--- config.mk ---
export PLATFORM = sky130hd
export DESIGN_NAME = palette_lut_banked
export DESIGN_NICKNAME = d
export VERILOG_FILES = /design/src/rtl/palette_pkg.sv /design/src/rtl/palette_fade_ctrl.sv /design/src/rtl/palette_lut_banked.sv
export SDC_FILE = /design/constraint.sdc
export NUM_CORES = 1
export LEC_CHECK = 0
export CAP_MARGIN = 20
export CORE_MARGIN = 5
export CORE_UTILIZATION = 57
export CTS_CLUSTER_SIZE = 10
export DETAILED_ROUTE_END_ITERATION = 8
export HOLD_SLACK_MARGIN = 0.06
export PLACE_DENSITY = 0.86
export SLEW_MARGIN = 0
export SYNTH_ARGS = -nofsm -noshare
export SYNTH_HDL_FRONTEND = slang
export SYNTH_SLANG_ARGS = --single-unit
export TNS_END_PERCENT = 50
--- constraint.sdc ---
create_clock -name clk -period 2.95 [get_ports clk]
set_input_delay 0.59 -clock clk [delete_from_list [all_inputs] [get_ports clk]]
set_output_delay 0.59 -clock clk [all_outputs]
set_load 0.01 [all_outputs]
--- src/rtl/palette_pkg.sv ---
// palette_pkg: shared types, defaults and the power-on palette for palette_lut_banked.
package palette_pkg;
  localparam int DEF_IDX_W = 4;
  localparam int DEF_COMP_W = 4;
  localparam int DEF_BANKS = 4;
  localparam logic [4:0] LEVEL_MAX = 5'd16;
  typedef struct packed {
    logic [3:0] r;
    logic [3:0] g;
    logic [3:0] b;
  } rgb_t;
  typedef enum logic [1:0] {BRIGHT, DARK, FADING_OUT, FADING_IN} fade_state_e;
  localparam rgb_t DEFAULT_PALETTE [16] = '{
    12'h000, 12'h00A, 12'h0A0, 12'h0AA, 12'hA00, 12'hA0A, 12'hA50, 12'hAAA,
    12'h555, 12'h55F, 12'h5F5, 12'h5FF, 12'hF55, 12'hF5F, 12'hFF5, 12'hFFF
  };
endpackage

--- src/rtl/palette_fade_ctrl.sv ---
// palette_fade_ctrl: frame-stepped fade FSM producing the global brightness level.
module palette_fade_ctrl
  import palette_pkg::*;
(
  input  logic       clk,
  input  logic       rst_n,
  input  logic       frame_tick,
  input  logic       fade_start,
  input  logic       fade_dir,
  output logic [4:0] level,
  output logic       busy
);
  fade_state_e state, state_nx;
  logic [4:0] level_nx;
  always_ff @(posedge clk or negedge rst_n)
    if (!rst_n) begin
      state <= BRIGHT;
      level <= LEVEL_MAX;
    end else begin
      state <= state_nx;
      level <= level_nx;
    end
  // Starting a fade never steps the level; the first step waits for the next tick.
  always_comb begin
    state_nx = state;
    level_nx = level;
    case (state)
      BRIGHT: state_nx = (fade_start && !fade_dir) ? FADING_OUT : BRIGHT;
      DARK: state_nx = (fade_start && fade_dir) ? FADING_IN : DARK;
      FADING_OUT: if (frame_tick) begin
        level_nx = level - 5'd1;
        state_nx = (level == 5'd1) ? DARK : FADING_OUT;
      end
      FADING_IN: if (frame_tick) begin
        level_nx = level + 5'd1;
        state_nx = (level == LEVEL_MAX - 5'd1) ? BRIGHT : FADING_IN;
      end
      default: state_nx = BRIGHT;
    endcase
  end
  assign busy = (state == FADING_OUT) || (state == FADING_IN);
endmodule

--- src/rtl/palette_lut_banked.sv ---
// palette_lut_banked: banked writable palette lookup with a two-stage pipeline and global fade scaling.
module palette_lut_banked
  import palette_pkg::*;
#(
  parameter int IDX_W = DEF_IDX_W,
  parameter int BANKS = DEF_BANKS,
  parameter int COMP_W = DEF_COMP_W,
  localparam int BANK_W = (BANKS > 1) ? $clog2(BANKS) : 1,
  localparam int RGB_W = 3 * COMP_W
) (
  input  logic              clk,
  input  logic              rst_n,
  input  logic              pix_valid_i,
  input  logic [BANK_W-1:0] pix_bank_i,
  input  logic [IDX_W-1:0]  pix_idx_i,
  output logic              pix_valid_o,
  output logic [COMP_W-1:0] red_o,
  output logic [COMP_W-1:0] green_o,
  output logic [COMP_W-1:0] blue_o,
  input  logic              wr_en_i,
  input  logic [BANK_W-1:0] wr_bank_i,
  input  logic [IDX_W-1:0]  wr_idx_i,
  input  logic [RGB_W-1:0]  wr_rgb_i,
  input  logic              frame_tick_i,
  input  logic              fade_start_i,
  input  logic              fade_dir_i,
  output logic              fade_busy_o,
  output logic [4:0]        level_o
);
  localparam int ENTRIES = 2 ** IDX_W;
  logic [RGB_W-1:0] mem [BANKS][ENTRIES];
  logic [RGB_W-1:0] s1_rgb;
  logic s1_valid;
  function automatic logic [COMP_W-1:0] scale(input logic [COMP_W-1:0] c, input logic [4:0] l);
    logic [COMP_W+4:0] p;
    p = (COMP_W + 5)'(c) * (COMP_W + 5)'(l);
    return p[COMP_W+3:4];
  endfunction
  palette_fade_ctrl u_fade (
    .clk       (clk),
    .rst_n     (rst_n),
    .frame_tick(frame_tick_i),
    .fade_start(fade_start_i),
    .fade_dir  (fade_dir_i),
    .level     (level_o),
    .busy      (fade_busy_o)
  );
  // Stage 1 samples the array before this cycle's write lands, giving read-first behaviour.
  always_ff @(posedge clk or negedge rst_n)
    if (!rst_n) begin
      for (int b = 0; b < BANKS; b++)
        for (int i = 0; i < ENTRIES; i++)
          mem[b][i] <= RGB_W'(DEFAULT_PALETTE[4'(i)]);
      s1_rgb <= '0;
      s1_valid <= 1'b0;
    end else begin
      if (wr_en_i) mem[wr_bank_i][wr_idx_i] <= wr_rgb_i;
      s1_rgb <= mem[pix_bank_i][pix_idx_i];
      s1_valid <= pix_valid_i;
    end
  always_ff @(posedge clk or negedge rst_n)
    if (!rst_n) begin
      pix_valid_o <= 1'b0;
      red_o <= '0;
      green_o <= '0;
      blue_o <= '0;
    end else begin
      pix_valid_o <= s1_valid;
      if (s1_valid) begin
        red_o <= scale(s1_rgb[3*COMP_W-1:2*COMP_W], level_o);
        green_o <= scale(s1_rgb[2*COMP_W-1:COMP_W], level_o);
        blue_o <= scale(s1_rgb[COMP_W-1:0], level_o);
      end
    end
endmodule

==> results of run 1 <==
worst max-delay path: stages (launching register included):
cell and delay [ns]:
dfrtp_1 0.42, and2_4 0.18, fa_1 0.53, inv_1 0.05, fa_1 0.48, inv_1 0.05, ha_2 0.26, o21a_1 0.21
a21oi_2 0.20, xnor2_1 0.11, mux2_2 0.26
power groups by stage:
stage	logic, mW	registers (mW)	clock network (mW)
finish	5.00	13.6	10.2
global route	5.39	13.7	10.8
CTS	4.92	13.6	10.4
detailed placement	4.87	13.7	0
global placement	4.62	13.5	0
floorplan	3.32	13.4	0
registers in the layout, summed over array words and instances, names as in the netlist, named ones only:
signal and flops:
s1_rgb 12, green_o 4, u_fade.state 1, blue_o 4, u_fade.level 5, pix_valid_o 1, s1_valid 1, mem 768
red_o 4
cell families after synthesis:
logic type	Yosys count	synth area share (%)
flip-flops	801	53.2
buffers and inverters	249	3.16
AND/OR/NAND/NOR	232	3.11
AO/OA/AOI/OAI	92	1.64
XOR/XNOR	17	0.393
adder cells (fa/ha/maj)	46	1.82
multiplexers	1042	36.7
repair_timing:
item                       4_1_cts  5_1_grt
pin swaps                        0        6
hold buffers                     1        0
buffers inserted                 0        5
hold endpoints to repair        17        0
setup endpoints to repair        4        7
resized for setup                2       16
final cells by class:
class	count	area, sq um
clock inverter	5	58.8
tap	864	1080
timing repair buffer	249	2440
inverter	27	101
multi-input combinational	1429	16600
fill	4288	22800
clock buffer	150	2580
antenna	3	7.51
sequential	801	20200
through the flow:
step                      hold slack [ns]  setup slack [ns]
after global routing                0.424           -0.0351
after global placement              0.462           -0.0153
after detailed placement            0.481           -0.0866
after floorplan                     0.294           0.00773
final                               0.429            0.0717
after CTS                           0.413           0.00399
synthesized netlist by cell type, types with 27 or more instances:
library cell	instances	area, sq um
and2_1	35	219
buf_2	70	350
clkbuf_1	114	428
dfrtp_1	704	17600
dfstp_2	97	2550
ha_1	31	388
inv_1	27	101
mux2_2	764	8600
mux2i_1	69	691
mux4_2	199	4480
nand2_1	84	315
nor2_1	40	150
per-layer routing:
metal / track usage (%) / part of all wire [%] / vias to the layer above
met4: 10.3 / 4.0 / 0
met5: 0 / 0 / -
met1: 35.9 / 40 / 12100
met2: 43.7 / 50 / 786
met3: 4.57 / 6.2 / 215
li1: - / - / 9350
worst max-delay path by stage:
stage	from	to	slack, ns	depth (start not counted)
after floorplan	u_fade.level[2]	blue_o[2]	0.008	12
after detailed placement	u_fade.level[2]	blue_o[2]	-0.09	10
after global placement	s1_rgb[9]	red_o[2]	-0.02	10
final	u_fade.level[3]	blue_o[2]	0.07	10
after CTS	u_fade.level[2]	blue_o[2]	0.004	10
after global routing	u_fade.level[3]	blue_o[2]	-0.04	10
==> results.toml, run 1 <==
[timing]
fmax_mhz = 347
relSlewSlack_pct = 40.8
rsz0062_at_grt = "true"
finClkSkew_ns = 0.0202
tightest_slew_ns = 0.888
period_share_pct = 97.6
hold_viol = 0
tns_ns = 0
finalSetupViolCount = 0
drv_slew = 0
min_period_ns = 2.88

[place]
place.gp.congestion = 0.873
dpl.cell_count = 3364
portBuffers = 49
placed_area_sq_um = 40300
place_hpwl_um = 60400

[route]
drt_wl_total_um = 93300
viasPerCell = 6.36
drt_iter0_markers = 1787
first_pass_iters = 5
routedWlPerCell_um = 26.4
drc_errors = 0
drt.antenna.violating_nets = 0
vias = 22400

[clock_tree]
cts_tree = "built"
numCtsBuffers = 91
htreeDepth = 3
cts_sinks = 801
clk_latency_ns = 0.65
clk_pin_slew_worst_paths_ns = 0.06
cts_buffer_depth = 3
root_buffer = "clkbuf_16"

[pwr]
pwr-share-clk_pct = 35.5
comb_power_share_pct = 17.4
p_sw_mw = 7.48
sequentialPowerShare_pct = 47.1
p_sw_share_pct = 26.0
power.density_nw_per_um2 = 669
p_int_mw = 21.3
p_leak_nw = 19.8
peakVddDrop_mv = 0.417
power_mw = 28.8

[worst_setup_path]
ff2ff_setup_slack_ns = 0.07
cp-start-kind = "flop"
path_max_fanout = 5
reg2reg_to = "blue_o[2]"
crit_arrival_ns = 3.40
worstSetupEndpointType = "flop"
required_ns = 3.47
r2r_cells = 10
critPathKind = "flop to flop"
worstReg2RegStart = "u_fade.level[3]"

[floorplan]
die_width_um = 268
dieHeight_um = 268
rows = 94
start_util_pct = 57.5
die_area_sq_um = 71700
core_sq_um = 65900
ioPinCount = 50

[yosys]
ys_types = 54
synth-edff-count = 0
syn-num-nets = 2556
synth_cells = 2479
yosys_warnings = 0
seq_area_frac_synth_pct = 53.2
ys.flop_type = "dfrtp_1"
synth_area_sq_um = 37900
async_flop_share_pct = 100
ys_ff_latch = 801
syn_area_per_cell_sq_um = 15.3

[cells_and_area]
synthToLayoutAreaGrowth_pct = 13.6
final_common_cell = "mux2_2"
design_area_sq_um = 43000
fin_nets = 2676
utilization_pct = 65.4
drive_above_1_share_pct = 53.1
final_cell_count_no_fill = 3528
final_cell_mix = "mux2_2 (764), dfrtp_1 (700), mux4_2 (199), buf_4 (158), dfstp_2 (97)"

[grt]
antenna_found_initial = 1
grt_pass1_wl_um = 148000
grt_pass1_vias = 24800
grt-ovfl-total = 0
track_usage_pct = 26.5
grt_max_degree = 119

[status]
outcome = "finished, final reports clean"

[hold_path]
hp-class = "input port to flop"
hold_path_end = "s1_valid"
hold_start = "pix_valid_i"
holdPathStages = 1

[job]
cap_violations = 0
(Power assumes the default switching activity.)
==> run 2: changes to the inputs <==
--- a/config.mk
+++ b/config.mk
@@ -12,7 +12,7 @@
 export DETAILED_ROUTE_END_ITERATION = 8
 export HOLD_SLACK_MARGIN = 0.06
 export PLACE_DENSITY = 0.86
-export SLEW_MARGIN = 0
+export SLEW_MARGIN = 20
 export SYNTH_ARGS = -nofsm -noshare
 export SYNTH_HDL_FRONTEND = slang
 export SYNTH_SLANG_ARGS = --single-unit
==> results of run 2 <==
No change in the layout: final DEF, timing and power equal those of run 1.
==> run 3: changes to the inputs <==
--- a/config.mk
+++ b/config.mk
@@ -5,6 +5,7 @@
 export SDC_FILE = /design/constraint.sdc
 export NUM_CORES = 1
 export LEC_CHECK = 0
+export ABC_AREA = 1
 export CAP_MARGIN = 20
 export CORE_MARGIN = 5
 export CORE_UTILIZATION = 57
==> run 3 against run 2 <==
Area after synthesis increased by 0.59%. Count of clock-buffer cells in the layout decreased by 16. Final cell count increased by 58%. Total power increased by 1.3%. Setup slack improved by 0.12 ns. Register-to-register slack improved by 0.12 ns. Design area decreased by 1.9%. Synthesized cell count increased by 92%. Largest power group unchanged. Sequential cell count unchanged. Global-route usage increased by 2.9 points.
==> results.toml, run 3 <==
[clock_tree]
htreeDepth = 3
root_buffer = "clkbuf_16"
cts_sinks = 801
cts_buffer_depth = 3
clk_pin_slew_worst_paths_ns = 0.06
cts_tree = "built"
numCtsBuffers = 91
clk_latency_ns = 0.66

[yosys]
synthMostInstantiatedCell = "nand2_1"
async_flop_share_pct = 100
seq_area_frac_synth_pct = 52.9
ys.flop_type = "dfrtp_1"
syn-num-nets = 4829
synth_area_leaders = "dfrtp_1 (46%), nand2_1 (18%), o21ai_0 (9.1%), nand3_1 (8.7%), dfstp_2 (6.7%)"
ys_top_cells_by_count = "nand2_1 (1851), dfrtp_1 (704), o21ai_0 (693)"
synth.top_cell.area_share_pct = 46.2
yosys.area.top_type = "dfrtp_1"
synth_area_sq_um = 38100
yosys_warnings = 0
synth_cells = 4752
synth-edff-count = 0
ys_types = 38
syn_area_per_cell_sq_um = 8.02
ys_ff_latch = 801

[job]
cap_violations = 0

[pwr]
pwr-share-clk_pct = 35.5
p_int_mw = 20.6
comb_power_share_pct = 17.9
sequentialPowerShare_pct = 46.6
power.density_nw_per_um2 = 691
p_leak_nw = 19.9
peakVddDrop_mv = 0.487
p_sw_mw = 8.60
power_mw = 29.2
p_sw_share_pct = 29.5

[floorplan]
core_sq_um = 66100
ioPinCount = 50
start_util_pct = 57.7
die_width_um = 269
rows = 94
dieHeight_um = 269
die_area_sq_um = 72100

[cells_and_area]
top_register = "mem"
drive_above_1_share_pct = 8.68
final_cell_mix = "nand2_1 (1851), dfrtp_1 (702), o21ai_0 (692), nand3_1 (660), dfstp_2 (97)"
reg.largest.list = "mem: 768 flops, s1_rgb: 12 flops, u_fade.level: 5 flops"
fin_nets = 4728
final_common_cell = "nand2_1"
largest_reg_flops = 768
utilization_pct = 63.9
synthToLayoutAreaGrowth_pct = 10.8

[grt]
antenna_found_initial = 6
grt_pass1_vias = 32500
grt_max_degree = 110
track_usage_pct = 29.4
grt-ovfl-total = 0
grt_pass1_wl_um = 172000

[worst_setup_path]
crit_arrival_ns = 3.31
critPathKind = "flop to flop"
worstSetupEndpointType = "flop"
required_ns = 3.50
cp-start-kind = "flop"
path_max_fanout = 6

[route]
routedWlPerCell_um = 18.9
drt.antenna.violating_nets = 0
first_pass_iters = 8
vias = 33400
drt_iter0_markers = 4341
drc_errors = 0
drt_wl_total_um = 105000
viasPerCell = 6.00

[timing]
tns_ns = 0
finalSetupViolCount = 0
fmax_mhz = 363
period_share_pct = 93.5
tightest_slew_ns = 0.819
hold_viol = 0
rsz0062_at_grt = "false"
min_period_ns = 2.76
drv_slew = 0
relSlewSlack_pct = 45.4
finClkSkew_ns = 0.0330

[status]
outcome = "finished, final reports clean"

[place]
place_hpwl_um = 63000
portBuffers = 49
place.gp.congestion = 0.897

[hold_path]
hp-class = "input port to flop"
[run 3: cell count changes in the layout (fill, tap and decap cells not counted), moves of 30 or more]
cell     before   now
o21ai_1       2    65
buf_4       158    86
nand3_1       7   660
mux4_2      199     0
mux2i_1      69     0
nand2_1      84  1851
o21ai_0       8   692
inv_1        27    78
nand2_4       0    30
mux2_2      764     0
[run 3: through the flow]
stage / worst slack, ns / hold WS (ns) / std cells / area, sq um
floorplan: 0.0818 / 0.294 / 4752 / 38100
global placement: 0.0940 / 0.463 / 5421 / 39600
detailed placement: 0.00641 / 0.465 / 5421 / 39600
CTS: 0.0485 / 0.347 / 5564 / 42200
global route: 0.0308 / 0.365 / 5565 / 42200
finish: 0.191 / 0.364 / 5566 / 42200
[run 3: path summary, 6_finish.rpt]
path / startpoint / end / slack (ns) / cells after the start
max in group asynchronous: rst_n / mem[417] / 1.56 / 4
hold reg to reg: blue_o[0] / blue_o[0] / 0.48 / 2
hold / removal: pix_valid_i / s1_valid / 0.36 / 1
setup / recovery: u_fade.level[3] / red_o[3] / 0.19 / 14
min in group asynchronous: rst_n / mem[132] / 0.42 / 2
setup reg to reg: u_fade.level[3] / red_o[3] / 0.19 / 14
[run 3: kinds of logic after synthesis]
kind of cell / synth area share, %
AND/OR/NAND/NOR: 29.0
AO/OA/AOI/OAI: 10.6
flip-flops: 52.9
buffers and inverters: 5.49
adder cells (fa/ha/maj): 1.81
XOR/XNOR: 0.253
[run 3: power by group through the flow]
stage          registers, mW  clock network, mW  logic, mW
6_report                13.6               10.3       5.23
2_1_floorplan           13.5                  0       3.40
3_5_place_dp            13.7                  0       5.15
3_3_place_gp            13.7                  0       4.95
5_1_grt                 13.8               10.9       5.96
4_1_cts                 13.6               10.4       5.21
[run 3: critical path, stage by stage (launching register included)]
cell and delay [ns]:
dfrtp_1 0.43, buf_4 0.18, nand2_1 0.05, inv_1 0.06, fa_1 0.54, inv_1 0.05
fa_1 0.47, inv_1 0.04, ha_1 0.31, nand2_1 0.06, a21oi_1 0.12, nor2_1 0.06
a21o_1 0.15, nand3_1 0.06, nand2_1 0.05
[run 3: metal layers]
layer  up-vias  part of all wire, %  track usage (%)
li1      15300                    -                -
met4         4                  4.4             13.0
met5         -                0.020                0
met1     16000                   40             40.4
met2      1794                   45             45.6
met3       331                   10             6.26
[run 3: what timing repair did]
item / CTS / global route
endpoints found under the setup margin: 0 / 4
hold endpoints to repair: 21 / 0
resized for setup: 0 / 4
hold buffers: 1 / 0
setup buffers: 0 / 0
[run 3: area by class of cell]
| cell class | instances | area (sq um) |
|---|---|---|
| Clock buffer | 134 | 2480 |
| Inverter | 97 | 378 |
| Fill cell | 5154 | 23900 |
| Clock inverter | 8 | 153 |
| Antenna cell | 2 | 5.00 |
| Multi-Input combinational cell | 3477 | 15900 |
| Tap cell | 864 | 1080 |
| Timing Repair Buffer | 183 | 2100 |
| Sequential cell | 801 | 20200 |
